`src/rtl/viterbi_sync_monitor.sv`:
```
// viterbi_sync_monitor: windowed out-of-sync detector for the Viterbi decoders.
// Counts excessive best-path metrics over windows of qualified ACS updates and
// tracks lock with a SEARCH/LOCKED/LOST machine and good-window hysteresis.
module viterbi_sync_monitor #(
    parameter int unsigned MW        = 3,
    parameter int unsigned SW        = 4,
    parameter int unsigned MIN_STAGE = 3,
    parameter int unsigned THRESH    = 4,
    parameter int unsigned WIN       = 16,
    parameter int unsigned BAD_LIM   = 4,
    parameter int unsigned GOOD_LIM  = 2,
    localparam int unsigned CW       = $clog2(WIN + 1)
) (
    input  logic          clock,
    input  logic          reset,
    input  logic          we,
    input  logic [SW-1:0] stage,
    input  logic [MW-1:0] metric,
    output logic          error,
    output logic          locked,
    output logic          resync,
    output logic [CW-1:0] bad_cnt
);

    localparam int unsigned GW = $clog2(GOOD_LIM + 1);

    typedef enum logic [1:0] {
        SEARCH = 2'd0,
        LOCKED = 2'd1,
        LOST   = 2'd2
    } state_t;

    state_t        state_q, state_d;
    logic [CW-1:0] win_cnt_q, win_cnt_d;
    logic [CW-1:0] bad_cnt_d;
    logic [GW-1:0] good_run_q, good_run_d, good_run_inc;
    logic          error_d, locked_d, resync_d;
    logic          q, b, win_end, win_bad;
    logic [CW-1:0] total;

    // Sample qualification and window-end evaluation
    always_comb begin
        q            = we && (stage >= SW'(MIN_STAGE));
        b            = q && (metric > MW'(THRESH));
        win_end      = q && (win_cnt_q == CW'(WIN - 1));
        total        = bad_cnt + CW'(b);
        win_bad      = (total >= CW'(BAD_LIM));
        good_run_inc = (good_run_q >= GW'(GOOD_LIM)) ? good_run_q
                                                     : good_run_q + GW'(1);
    end

    // Next-state, counter and output decode
    always_comb begin
        state_d    = state_q;
        win_cnt_d  = win_cnt_q;
        bad_cnt_d  = bad_cnt;
        good_run_d = good_run_q;
        if (q) begin
            if (win_end) begin
                win_cnt_d  = '0;
                bad_cnt_d  = '0;
                good_run_d = win_bad ? '0 : good_run_inc;
                case (state_q)
                    SEARCH, LOST: begin
                        if (!win_bad && (good_run_inc == GW'(GOOD_LIM)))
                            state_d = LOCKED;
                    end
                    LOCKED: begin
                        if (win_bad)
                            state_d = LOST;
                    end
                    default: state_d = SEARCH;
                endcase
                // Hysteresis restarts on every state change
                if (state_d != state_q)
                    good_run_d = '0;
            end else begin
                win_cnt_d = win_cnt_q + CW'(1);
                bad_cnt_d = bad_cnt + CW'(b);
            end
        end
        error_d  = (state_d == LOST);
        locked_d = (state_d == LOCKED);
        resync_d = (state_q == LOCKED) && (state_d == LOST);
    end

    // State, counters and registered outputs; reset wins over all inputs
    always_ff @(posedge clock) begin
        if (reset) begin
            state_q    <= SEARCH;
            win_cnt_q  <= '0;
            bad_cnt    <= '0;
            good_run_q <= '0;
            error      <= 1'b0;
            locked     <= 1'b0;
            resync     <= 1'b0;
        end else begin
            state_q    <= state_d;
            win_cnt_q  <= win_cnt_d;
            bad_cnt    <= bad_cnt_d;
            good_run_q <= good_run_d;
            error      <= error_d;
            locked     <= locked_d;
            resync     <= resync_d;
        end
    end

endmodule

```
`config.mk`:
```
export PLATFORM = sky130hd
export DESIGN_NAME = viterbi_sync_monitor
export DESIGN_NICKNAME = d
export VERILOG_FILES = /design/src/rtl/viterbi_sync_monitor.sv
export SDC_FILE = /design/constraint.sdc
export NUM_CORES = 1
export LEC_CHECK = 0
export CAP_MARGIN = 40
export CORE_ASPECT_RATIO = 0.8
export CORE_MARGIN = 5
export CORE_UTILIZATION = 44
export CTS_BUF_LIST = sky130_fd_sc_hd__clkbuf_8 sky130_fd_sc_hd__clkbuf_16
export DETAILED_ROUTE_END_ITERATION = 8
export PLACE_DENSITY = 0.75
export SLEW_MARGIN = 20
export SYNTH_ARGS = -nofsm -noshare
export SYNTH_HDL_FRONTEND = slang
export SYNTH_SLANG_ARGS = --single-unit
```
`constraint.sdc`:
```
create_clock -name clock -period 2.8 [get_ports clock]
set_clock_uncertainty 0.15 [all_clocks]
set_input_delay 0.7 -clock clock [delete_from_list [all_inputs] [get_ports clock]]
set_output_delay 0.7 -clock clock [all_outputs]
set_load 0.02 [all_outputs]
```
# Word level (Yosys, flattened, before mapping)
# Index checks and enable logic that the tools add are counted.
[word_totals] regBits=17 output_inout_bits=8
[op_classes] add_sub_neg=3 mux=12 eq_ne=7 reduce_logical=9 magnitude_cmp=4
[op_table] operator="2-to-1 mux 2 bit" count=9
[op_table] operator="2-to-1 mux 5 bit" count=2
[op_table] operator="equality test 2 bit (second input constant)" count=3
[op_table] operator="adder 5 x 1 -> 5 bit" count=1
[op_table] operator="adder 5 x 1 -> 5 bit (second input constant)" count=1
[op_table] operator="equality test 5 x 4 -> 1 bit (second input constant)" count=1
[op_table] operator="greater-or-equal comparator 5 x 3 -> 1 bit (second input constant)" count=1
[op_table] operator="logical AND 1 bit" count=5
[op_table] operator="equality test 2 x 1 -> 1 bit (second input constant)" count=2
[op_table] operator="greater-or-equal comparator 4 x 2 -> 1 bit (second input constant)" count=1
[op_table] operator="case mux 2 bit (2 select lines)" count=1
[op_table] operator="greater-than comparator 3 bit (second input constant)" count=1
[op_table] operator="adder 2 x 1 -> 2 bit (second input constant)" count=1
[op_table] operator="greater-or-equal comparator 2 bit (second input constant)" count=1
[op_table] operator="zero test 2 bit" count=1
[op_table] operator="!= test 2 bit" count=1
[op_table] operator="AND reduction 2 bit" count=1
[op_table] operator="OR reduction 2 bit" count=1
[op_table] operator="zero test 1 bit" count=1

# Depth between registers and ports, before layout
# Gate-level depths: netlist (run 1).
[logic_depth] depth_word=15 mapped_depth=11

# Least setup slack after synthesis (run 1)
# OpenSTA, ideal clock, no wires.
[synth_path] path_kind="input to register" startpoint="in stage[0]" endpoint="reg state_q[1]" arrival_time_ns=2.604 cell_stages=11 required_time_ns=2.576 path_buffers=1 slack_ns=-0.028 path_cell_list="a211o_1 nand2_1 buf_2 nor2_1 ha_1 ha_1 and2_1 a21oi_1 o31a_2 o21ai_0 a31oi_1"
[synth_between] elab_chain_cells=13
[synth_lines] element="from (decl)" line="17" source="input logic [SW-1:0] stage,"
[synth_lines] element="greater-or-equal comparator 4 x 2 -> 1 bit *" line="43" source="q = we && (stage >= SW'(MIN_STAGE));"
[synth_lines] element="logical AND 1 bit *" line="43"
[synth_lines] element="logical AND 1 bit" line="44" source="b = q && (metric > MW'(THRESH));"
[synth_lines] element="adder 5 x 1 -> 5 bit" line="46" source="total = bad_cnt + CW'(b);"
[synth_lines] element="greater-or-equal comparator 5 x 3 -> 1 bit" line="47" source="win_bad = (total >= CW'(BAD_LIM));"
[synth_lines] element="zero test 1 bit" line="65" source="if (!win_bad && (good_run_inc == GW'(GOOD_LIM)))"
[synth_lines] element="logical AND 1 bit" line="65"
[synth_lines] element="2-to-1 mux 2 bit" line="65"
[synth_lines] element="case mux 2 bit (2 select lines)" line="63" source="case (state_q)"
[synth_lines] element="2-to-1 mux 2 bit" line="59" source="if (win_end) begin"
[synth_lines] element="2-to-1 mux 2 bit" line="58" source="if (q) begin"
[synth_lines] element="2-to-1 mux 2 bit" line="59"
[synth_lines] element="2-to-1 mux 2 bit *" line="58"
[synth_lines] element="to (signal assigned)" line="98" source="state_q <= state_d;"
[synth_lines] element="to (decl)" line="33" source="state_t state_q, state_d;"
# Every way passes the cells marked *; elsewhere a longest branch is shown, timed or not. The select of a mux whose other input is x is not followed.
# A chain may end at the register's enable or synchronous reset.

# Final worst setup path (run 1)
[layout_path] startpoint="in stage[2]" endpoint="reg good_run_q[1]"
[layout_between] elab_chain_cells=13
[layout_lines] element="greater-or-equal comparator 4 x 2 -> 1 bit *" line="43"
[layout_lines] element="logical AND 1 bit *" line="43"
[layout_lines] element="logical AND 1 bit" line="44"
[layout_lines] element="adder 5 x 1 -> 5 bit" line="46"
[layout_lines] element="greater-or-equal comparator 5 x 3 -> 1 bit" line="47"
[layout_lines] element="zero test 1 bit" line="65"
[layout_lines] element="logical AND 1 bit" line="65"
[layout_lines] element="2-to-1 mux 2 bit" line="65"
[layout_lines] element="case mux 2 bit (2 select lines)" line="63"
[layout_lines] element="2-to-1 mux 2 bit" line="59"
[layout_lines] element="2-to-1 mux 2 bit" line="58"
[layout_lines] element="!= test 2 bit" line="75" source="if (state_d != state_q)"
[layout_lines] element="2-to-1 mux 2 bit" line="75"
[layout_lines] element="to (signal assigned)" line="101" source="good_run_q <= good_run_d;"
[layout_lines] element="to (decl)" line="36" source="logic [GW-1:0] good_run_q, good_run_d, good_run_inc;"
# Marked as above.

==> flow_metrics.tcl, run 1 <==
set metrics [dict create \
    grt_overflow 0 \
    cts_tree "done" \
    grt_pass1_wl_um 3350 \
    avgSynthCellArea_um2 8.55 \
    synthArstFlopShare_pct 0 \
    place_inst 148 \
    core.rowCount 14 \
    worstHoldPathType "reg2reg" \
    synth_area_leaders "dfxtp_1 38%, a21oi_1 5.6%, ha_1 5.6%" \
    path_delay_family "compound AO/OA/AOI/OAI gates" \
    synth_fp_nets 118 \
    cts_buffers 3 \
    synth.most_common_cell "dfxtp_1" \
    path_clk_slew_ps 60 \
    slowest_delay_ps 460 \
    critPathLaunchType "primary input" \
    whs_endpoint "win_cnt_q[1]" \
    cp.buffers_inverters 1 \
    grt_start_max_net_pins 12 \
    slowest_stage "clkdlybuf4s50_1" \
    syn_area_um2 890 \
    r2r_start "bad_cnt[1]" \
    critical_path_class "in2reg" \
    h-tree-depth 1 \
    post-route-drc-count 0 \
    status "finished, final reports clean" \
    ys_top_cells_by_count "17 x dfxtp_1, 12 x nor2_1, 11 x nand2_1" \
    path_cells "clkdlybuf4s50_1, a211o_1, nand2_2, nor2_1, ha_2, ha_4, and2_4, a21oi_4, o31ai_4, nand3_2, o31ai_1" \
    grt_antenna_before_repair 0 \
    seq_area_frac_synth_pct 38.3 \
    area.sequential_um2 340 \
    p_leak_nw 0.457 \
    irDropWorstVdd_mv 0.323 \
    grt_pass1_vias 756 \
    dieArea_um2 3030 \
    fp.dieW_um 60.3 \
    yosys_register_bits 17 \
    slew-limit-headroom_pct 77.3 \
    cts.sinks 17 \
    fin_cells 152 \
    initial_utilization_pct 46.6 \
    power.density_nw_per_um2 381 \
    vias 796 \
    yosysTopAreaCell "dfxtp_1" \
    cts_resized 0 \
    n_fill_cell 165 \
    crit_fanout 4 \
    cts_setup_buffers 0 \
    place.port_buffers 17 \
    totalWireLength_um 1950 \
    viasPerCell 5.24 \
    syn2layout_area_growth_pct 37.8 \
    tns_ps 0 \
    whs_ps 326 \
    multi_input_area_um2 569 \
    layout-drive-gt1-share_pct 21.9 \
    post-route-min-period_ps 2670 \
    yosys_warnings 0 \
    post-dp-hpwl_um 1420 \
    cts-root-buf "clkbuf_8" \
    reg2reg_slack_ps 960 \
    setup_viol 0 \
    yosys.area.top_type_share_pct 38.3 \
    r2r_cells 6 \
    postRouteAntennaNets 0 \
    fin_crit_sh_pct 95.3 \
    core-area_um2 1910 \
    io_pins 18 \
    crit_path_end_kind "flip-flop" \
    cts_buffer_depth 2 \
    ctsHoldBuffers 0 \
    hold_violations 0 \
    fp.dieH_um 50.2 \
    synthDistinctLibCells 33 \
    syn-instance-count 104 \
    drt-initial-drc-count 26 \
    ys.flop_type "dfxtp_1" \
    power.total_uw 467 \
    fmax_mhz 375 \
    nets 143 \
    tightest_slew_ps 340 \
    maxCapViolations 0 \
    whs_path_depth 2 \
    synth_edf_count 0 \
    slew_violations 0 \
    clock_latency_ps 250 \
    crit_required_ps 2820 \
    min_from "win_cnt_q[1]" \
    gp_congestion 0.811 \
    track_usage_pct 14.9 \
    arrival_ps 2690 \
    timing.rr.end "good_run_q[1]" \
    wire_per_inst_um 12.8 \
    first_pass_iters 4 \
    diodes 0 \
]
## cells by family (layout without fill, tap and decap cells)
group,after synthesis,after routing,share of synthesized area (%)
and+or+nand+nor,46,46,29.8
AOI/OAI and AO/OA,28,28,20.7
DFF,17,17,38.3
buffers and inverters,7,31,3.52
adders and majority gates,4,4,5.63
xor gates and xnor gates,1,1,0.985
muxes,1,1,1.13
## state kept, by name, indices dropped and copies added, names as in the netlist
register and flops:
error 1, resync 1, state_q 2, good_run_q 2, bad_cnt 5, win_cnt_q 5
locked 1
## worst max-delay path by stage
stage / from / end / depth (start not counted)
floorplan: stage[0] / state_q[1] / 11
finish: stage[2] / good_run_q[1] / 11
CTS: stage[0] / state_q[1] / 11
global placement: stage[0] / state_q[1] / 11
detailed placement: stage[0] / state_q[1] / 11
global route: stage[2] / good_run_q[1] / 11
## worst register-to-register path: stages (launching register included)
cell and delay [ps]:
dfxtp_1 520, ha_4 220, and2_4 160, a21oi_4 60, o31ai_4 310, nand3_2 110, o31ai_1 230
## stage by stage
stage,worst slack (ps),utilization (%),area (um2)
after detailed placement,-254,59.0,1130
after global routing,-45.7,64.2,1230
final,132,64.2,1230
after global placement,-172,59.0,1130
after CTS,17.4,61.3,1170
after floorplan,37.0,-,893
## metal layers
layer / track usage, % / part of all wire (%) / up-vias
met5: 0 / 0 / -
met4: 9.59 / 2.5 / 0
met3: 6.92 / 4.9 / 5
met2: 22.8 / 46 / 11
met1: 16.5 / 46 / 364
li1: - / - / 416
## cells in the final DEF (no fill, tap or decap)
| cell | n |
|---|---|
| a211o_1 | 1 |
| a211oi_1 | 1 |
| a21oi_1 | 9 |
| a21oi_2 | 1 |
| a21oi_4 | 1 |
| a31oi_1 | 3 |
| and2_1 | 1 |
| and2_4 | 2 |
| and3_4 | 2 |
| and4b_1 | 1 |
| buf_4 | 7 |
| clkbuf_8 | 3 |
| clkdlybuf4s50_1 | 14 |
| dfxtp_1 | 17 |
| dlymetal6s2s_1 | 3 |
| ha_1 | 2 |
| ha_2 | 1 |
| ha_4 | 1 |
| inv_1 | 4 |
| mux2i_1 | 1 |
| nand2_1 | 9 |
| nand2_2 | 3 |
| nand3_1 | 4 |
| nand3_2 | 2 |
| nand3b_1 | 2 |
| nand4_4 | 1 |
| nand4b_1 | 1 |
| nand4bb_1 | 1 |
| nor2_1 | 11 |
| nor2_4 | 1 |
| nor2b_1 | 2 |
| nor3b_1 | 1 |
| o21ai_0 | 6 |
| o21ai_1 | 1 |
| o21ai_2 | 1 |
| o31a_2 | 1 |
| o31ai_1 | 2 |
| o31ai_4 | 1 |
| or3_1 | 2 |
| xor2_1 | 1 |
## where the power goes
group | internal (mW) | switching, mW | total [mW]
combinational | 0.0215 | 0.0185 | 0.0400
clock | 0.0975 | 0.0823 | 0.180
sequential | 0.245 | 0.00274 | 0.248
total | 0.364 | 0.104 | 0.467
## cell type report
| cell class | count | share of cell area, % |
|---|---|---|
| timing repair buffer | 24 | 18.8 |
| inverter | 3 | 0.918 |
| clock inverter | 1 | 0.306 |
| tap | 24 | 2.45 |
| sequential | 17 | 27.8 |
| clock buffer | 3 | 3.37 |
| multi-input combinational | 80 | 46.4 |
(Power assumes the default switching activity.)
==> inputs of run 2 (changes only) <==
--- a/config.mk
+++ b/config.mk
@@ -8,10 +8,9 @@
 export CAP_MARGIN = 40
 export CORE_ASPECT_RATIO = 0.8
 export CORE_MARGIN = 5
-export CORE_UTILIZATION = 44
-export CTS_BUF_LIST = sky130_fd_sc_hd__clkbuf_8 sky130_fd_sc_hd__clkbuf_16
+export CORE_UTILIZATION = 43
 export DETAILED_ROUTE_END_ITERATION = 8
-export PLACE_DENSITY = 0.75
+export PLACE_DENSITY = 0.73
 export SLEW_MARGIN = 20
 export SYNTH_ARGS = -nofsm -noshare
 export SYNTH_HDL_FRONTEND = slang
==> run 2 against run 1 <==
Combinational power about the same. Final area down 3.1%. Final cell count unchanged. Worst setup slack worse by 17 ps. Utilization down 2.5 points. Wire length up 5.2%. Largest cell class unchanged.
==> flow_metrics.tcl, run 2 (synthesis results as in run 1) <==
set metrics [dict create \
    status "finished, final reports clean" \
    crit_required_ps 2880 \
    clkPwrFrac_pct 32.0 \
    worstHoldPathType "reg2reg" \
    layout-drive-gt1-share_pct 21.1 \
    critical_path_class "in2reg" \
    grt_antenna_before_repair 0 \
    slowest_stage "clkdlybuf4s50_1" \
    slew-limit-headroom_pct 78.7 \
    crit_fanout 4 \
    post-dp-hpwl_um 1520 \
    n_fill_cell 167 \
    setup_viol 0 \
    h-tree-depth 1 \
    arrival_ps 2760 \
    core.rowCount 14 \
    vias 858 \
    grtUsageMet2_pct 23.3 \
    grt_pass1_wl_um 3260 \
    io_pins 18 \
    fmax_mhz 372 \
    power.density_nw_per_um2 356 \
    path_clk_slew_ps 100 \
    grt_busiest_layer "met2" \
    first_pass_iters 4 \
    maxCapViolations 0 \
    gp_congestion 0.835 \
    pwr-share-seq_pct 58.5 \
    syn2layout_area_growth_pct 33.6 \
    power.internal_uw 322 \
    place.port_buffers 17 \
    irDropWorstVdd_mv 0.284 \
    swShare_pct 23.9 \
    drt-initial-drc-count 34 \
    core-area_um2 1930 \
    comb_power_share_pct 9.5 \
    p_sw_uw 101 \
    post-route-drc-count 0 \
    fp.dieH_um 50.7 \
    met3_usage_pct 5.13 \
    path_common_cell "nand2_1" \
    cts_buffers 3 \
    grt_start_max_net_pins 12 \
    post-route-min-period_ps 2680 \
    tightest_slew_ps 319 \
    fp.dieW_um 60.9 \
    wire_per_inst_um 13.5 \
    ctsHoldBuffers 0 \
    initial_utilization_pct 46.2 \
    area.sequential_um2 340 \
    cts_resized 0 \
    totalWireLength_um 2050 \
    grt_use_met1_pct 15.2 \
    fin_crit_sh_pct 95.9 \
    clock_latency_ps 300 \
    dieArea_um2 3080 \
    diodes 0 \
    critPathLaunchType "primary input" \
    cts_buffer_depth 2 \
    cts.sinks 17 \
    postRouteAntennaNets 0 \
    cts-root-buf "clkbuf_4" \
    fin_util_pct 61.7 \
    rsz0062_at_grt "no" \
    slowest_delay_ps 410 \
    slew_violations 0 \
    path_cells "clkdlybuf4s50_1, a211o_1, nand2_1, nor2_1, ha_2, buf_4, nand2_1, a21oi_2, o31ai_4, nand3_2, o31ai_2" \
    viasPerCell 5.64 \
    p_leak_nw 0.416 \
    cts_setup_buffers 0 \
    nets 143 \
    hold_violations 0 \
    whs_ps 337 \
    track_usage_pct 14.0 \
    multi_input_area_um2 558 \
    grt_pass1_vias 774 \
    crit_path_end_kind "flip-flop" \
    cts_tree "done" \
    grt_overflow 0 \
    final_cell_mix "17 x dfxtp_1, 17 x clkdlybuf4s50_1, 11 x nand2_1, 11 x nor2_1, 9 x a21oi_1" \
    top_regs "bad_cnt: 5 flops, win_cnt_q: 5 flops" \
]
==> run 2: final cells by class <==
| cell class | instances | share of cell area (%) |
|---|---|---|
| multi-input combinational | 80 | 46.9 |
| timing repair buffer | 24 | 18.7 |
| sequential | 17 | 28.6 |
| tap | 24 | 2.53 |
| inverter | 3 | 0.947 |
| clock buffer | 4 | 2.21 |
==> run 2: metal layers <==
metal	vias to the layer above	routed length, um
met1	407	894
li1	420	-
met5	-	0
met4	0	59
met3	8	101
met2	23	994
==> run 2: power groups by stage <==
stage | combinational [mW] | sequential (mW) | clock (mW)
global placement | 0.0384 | 0.253 | 0
finish | 0.0403 | 0.247 | 0.136
detailed placement | 0.0396 | 0.253 | 0
floorplan | 0.0164 | 0.253 | 0
CTS | 0.0397 | 0.247 | 0.139
global route | 0.0437 | 0.248 | 0.149
==> run 2: path summary, 6_finish.rpt <==
| check | slack (ps) | cells past startpoint | startpoint | endpoint |
|---|---|---|---|---|
| min reg2reg | 340 | 2 | win_cnt_q[1] | win_cnt_q[1] |
| max reg2reg | 910 | 7 | bad_cnt[0] | good_run_q[0] |
| max | 120 | 11 | stage[0] | good_run_q[0] |
| min | 340 | 2 | win_cnt_q[1] | win_cnt_q[1] |
==> run 2: critical path: cells and delay by family <==
kind	cells	cell delay, ps
adder cells (fa/ha/maj)	1	190
buffers and inverters	2	560
AND/OR/NAND/NOR	4	370
AO/OA/AOI/OAI	4	940
==> run 2: per-stage QoR <==
step	cells	TNS, ps	setup slack (ps)	total power [mW]	area (um2)
2_1_floorplan	104	0	37.0	0.270	893
3_3_place_gp	148	-777	-169	0.291	1130
3_5_place_dp	148	-1390	-293	0.292	1130
4_1_cts	152	0	17.1	0.426	1150
5_1_grt	152	0	12.1	0.440	1190
6_report	152	0	115	0.423	1190
==> inputs of run 3 (changes only) <==
--- a/config.mk
+++ b/config.mk
@@ -5,12 +5,14 @@
 export SDC_FILE = /design/constraint.sdc
 export NUM_CORES = 1
 export LEC_CHECK = 0
+export ABC_CLOCK_PERIOD_IN_PS = 2800
 export CAP_MARGIN = 40
 export CORE_ASPECT_RATIO = 0.8
 export CORE_MARGIN = 5
 export CORE_UTILIZATION = 43
 export DETAILED_ROUTE_END_ITERATION = 8
 export PLACE_DENSITY = 0.73
+export RECOVER_POWER = 100
 export SLEW_MARGIN = 20
 export SYNTH_ARGS = -nofsm -noshare
 export SYNTH_HDL_FRONTEND = slang
==> run 3 against run 2 <==
Global-route usage did not move. Fmax rose by 0.15%. Total power fell by 0.63%. First-iteration DRC count fell by 21%. Critical path depth did not move. Flip-flop and latch count did not move. Clock power barely moved. Hold slack got worse by 2.1 ps.
==> flow_metrics.tcl, run 3 (synthesis results as in run 1) <==
set metrics [dict create \
    min_from "win_cnt_q[1]" \
    gp_congestion 0.835 \
    dieArea_um2 3080 \
    nets 143 \
    grt_antenna_before_repair 0 \
    fp.dieW_um 60.9 \
    cts_buffers 3 \
    p_leak_nw 0.442 \
    multi_input_area_um2 546 \
    power.density_nw_per_um2 359 \
    diodes 0 \
    hold_violations 0 \
    grt_overflow 0 \
    post-route-min-period_ps 2680 \
    core.rowCount 14 \
    grt_start_max_net_pins 12 \
    area.sequential_um2 340 \
    top_regs "bad_cnt: 5 flops, win_cnt_q: 5 flops" \
    fin_ws_ps 119 \
    place.port_buffers 17 \
    grt_pass1_wl_um 3260 \
    fmax_mhz 373 \
    worstHoldPathType "reg2reg" \
    whs_path_depth 2 \
    io_pins 18 \
    n_fill_cell 173 \
    tightest_slew_ps 420 \
    r2r_start "bad_cnt[0]" \
    clock_latency_ps 290 \
    cts_buffer_depth 2 \
    reg2reg_slack_ps 920 \
    dp_slack_ps -293 \
    rsz0062_at_grt "no" \
    layout-drive-gt1-share_pct 18.0 \
    whs_ps 335 \
    grt_pass1_vias 774 \
    post-dp-hpwl_um 1520 \
    fin_crit_sh_pct 95.7 \
    viasPerCell 5.63 \
    first_pass_iters 5 \
    syn2layout_area_growth_pct 31.8 \
    slew_violations 0 \
    cts.sinks 17 \
    crit_fanout 4 \
    arrival_ps 2750 \
    timing.rr.end "good_run_q[0]" \
    slew-limit-headroom_pct 72.0 \
    status "finished, final reports clean" \
    postRouteAntennaNets 0 \
    maxCapViolations 0 \
    mostFrequentLayoutCell "dfxtp_1" \
    fp.dieH_um 50.7 \
    cts_setup_buffers 0 \
    drt-initial-drc-count 27 \
    path_clk_slew_ps 100 \
    setup_viol 0 \
    wire_per_inst_um 13.5 \
    irDropWorstVdd_mv 0.284 \
    vias 855 \
    whs_endpoint "win_cnt_q[1]" \
    crit_required_ps 2870 \
    cts-root-buf "clkbuf_4" \
    critical_path_class "in2reg" \
    crit_path_end_kind "flip-flop" \
    r2r_cells 7 \
    core-area_um2 1930 \
    track_usage_pct 14.0 \
    h-tree-depth 1 \
    critPathLaunchType "primary input" \
    totalWireLength_um 2060 \
    cts_tree "done" \
    post-route-drc-count 0 \
    final_cell_mix "17 x dfxtp_1, 11 x nand2_1, 11 x nor2_1" \
    initial_utilization_pct 46.2 \
]
run 3: metrics by stage:
step | std cells | util (%) | TNS [ps] | power, mW | instance area [um2]
final | 152 | 60.8 | 0 | 0.421 | 1170
after global routing | 152 | 60.8 | 0 | 0.439 | 1170
after CTS | 152 | 59.8 | 0 | 0.426 | 1150
after detailed placement | 148 | 58.4 | -1390 | 0.292 | 1130
after global placement | 148 | 58.4 | -777 | 0.291 | 1130
after floorplan | 104 | - | 0 | 0.270 | 893
run 3: worst max-delay path by stage:
stage / slack (ps) / startpoint / to
after floorplan: 40 / stage[0] / state_q[1]
after global placement: -170 / stage[0] / state_q[1]
after detailed placement: -290 / stage[0] / state_q[1]
after CTS: 20 / stage[0] / state_q[1]
after global routing: 20 / stage[0] / good_run_q[0]
final: 120 / stage[0] / good_run_q[0]
run 3: area by class of cell:
class / instances / share of cell area (%)
sequential: 17 / 29.0
multi-input combinational: 80 / 46.5
tap: 24 / 2.56
inverter: 3 / 0.961
timing repair buffer: 24 / 18.7
clock buffer: 4 / 2.24
run 3: power breakdown:
| group | leakage [nW] | total, mW | internal [mW] | switching [mW] |
|---|---|---|---|---|
| Combinational | 0.289 | 0.0388 | 0.0206 | 0.0182 |
| Sequential | 0.137 | 0.247 | 0.245 | 0.00278 |
| Clock | 0.0150 | 0.134 | 0.0555 | 0.0789 |
| Total | 0.442 | 0.421 | 0.321 | 0.0999 |
run 3: worst max-delay path, cell delays in order:
cell and delay [ps]:
clkdlybuf4s50_1 410, a211o_1 310, nand2_1 90, nor2_1 50, ha_2 190, buf_4 150
nand2_1 90, a21oi_2 90, o31ai_4 300, nand3_2 140, o31ai_2 240
run 3: routing by layer:
layer | GRT usage (%) | up-vias | wire length [um]
li1 | - | 421 | -
met1 | 15.2 | 401 | 866
met2 | 23.3 | 27 | 1020
met3 | 5.13 | 6 | 127
met4 | 7.22 | 0 | 48
met5 | 0 | - | 0
run 3: repair_timing:
item / 4_1_cts / 5_1_grt
setup endpoints to repair: 0 / 3
hold buffers: 0 / 0
resized for setup: 0 / 9
hold endpoints to repair: 0 / 0
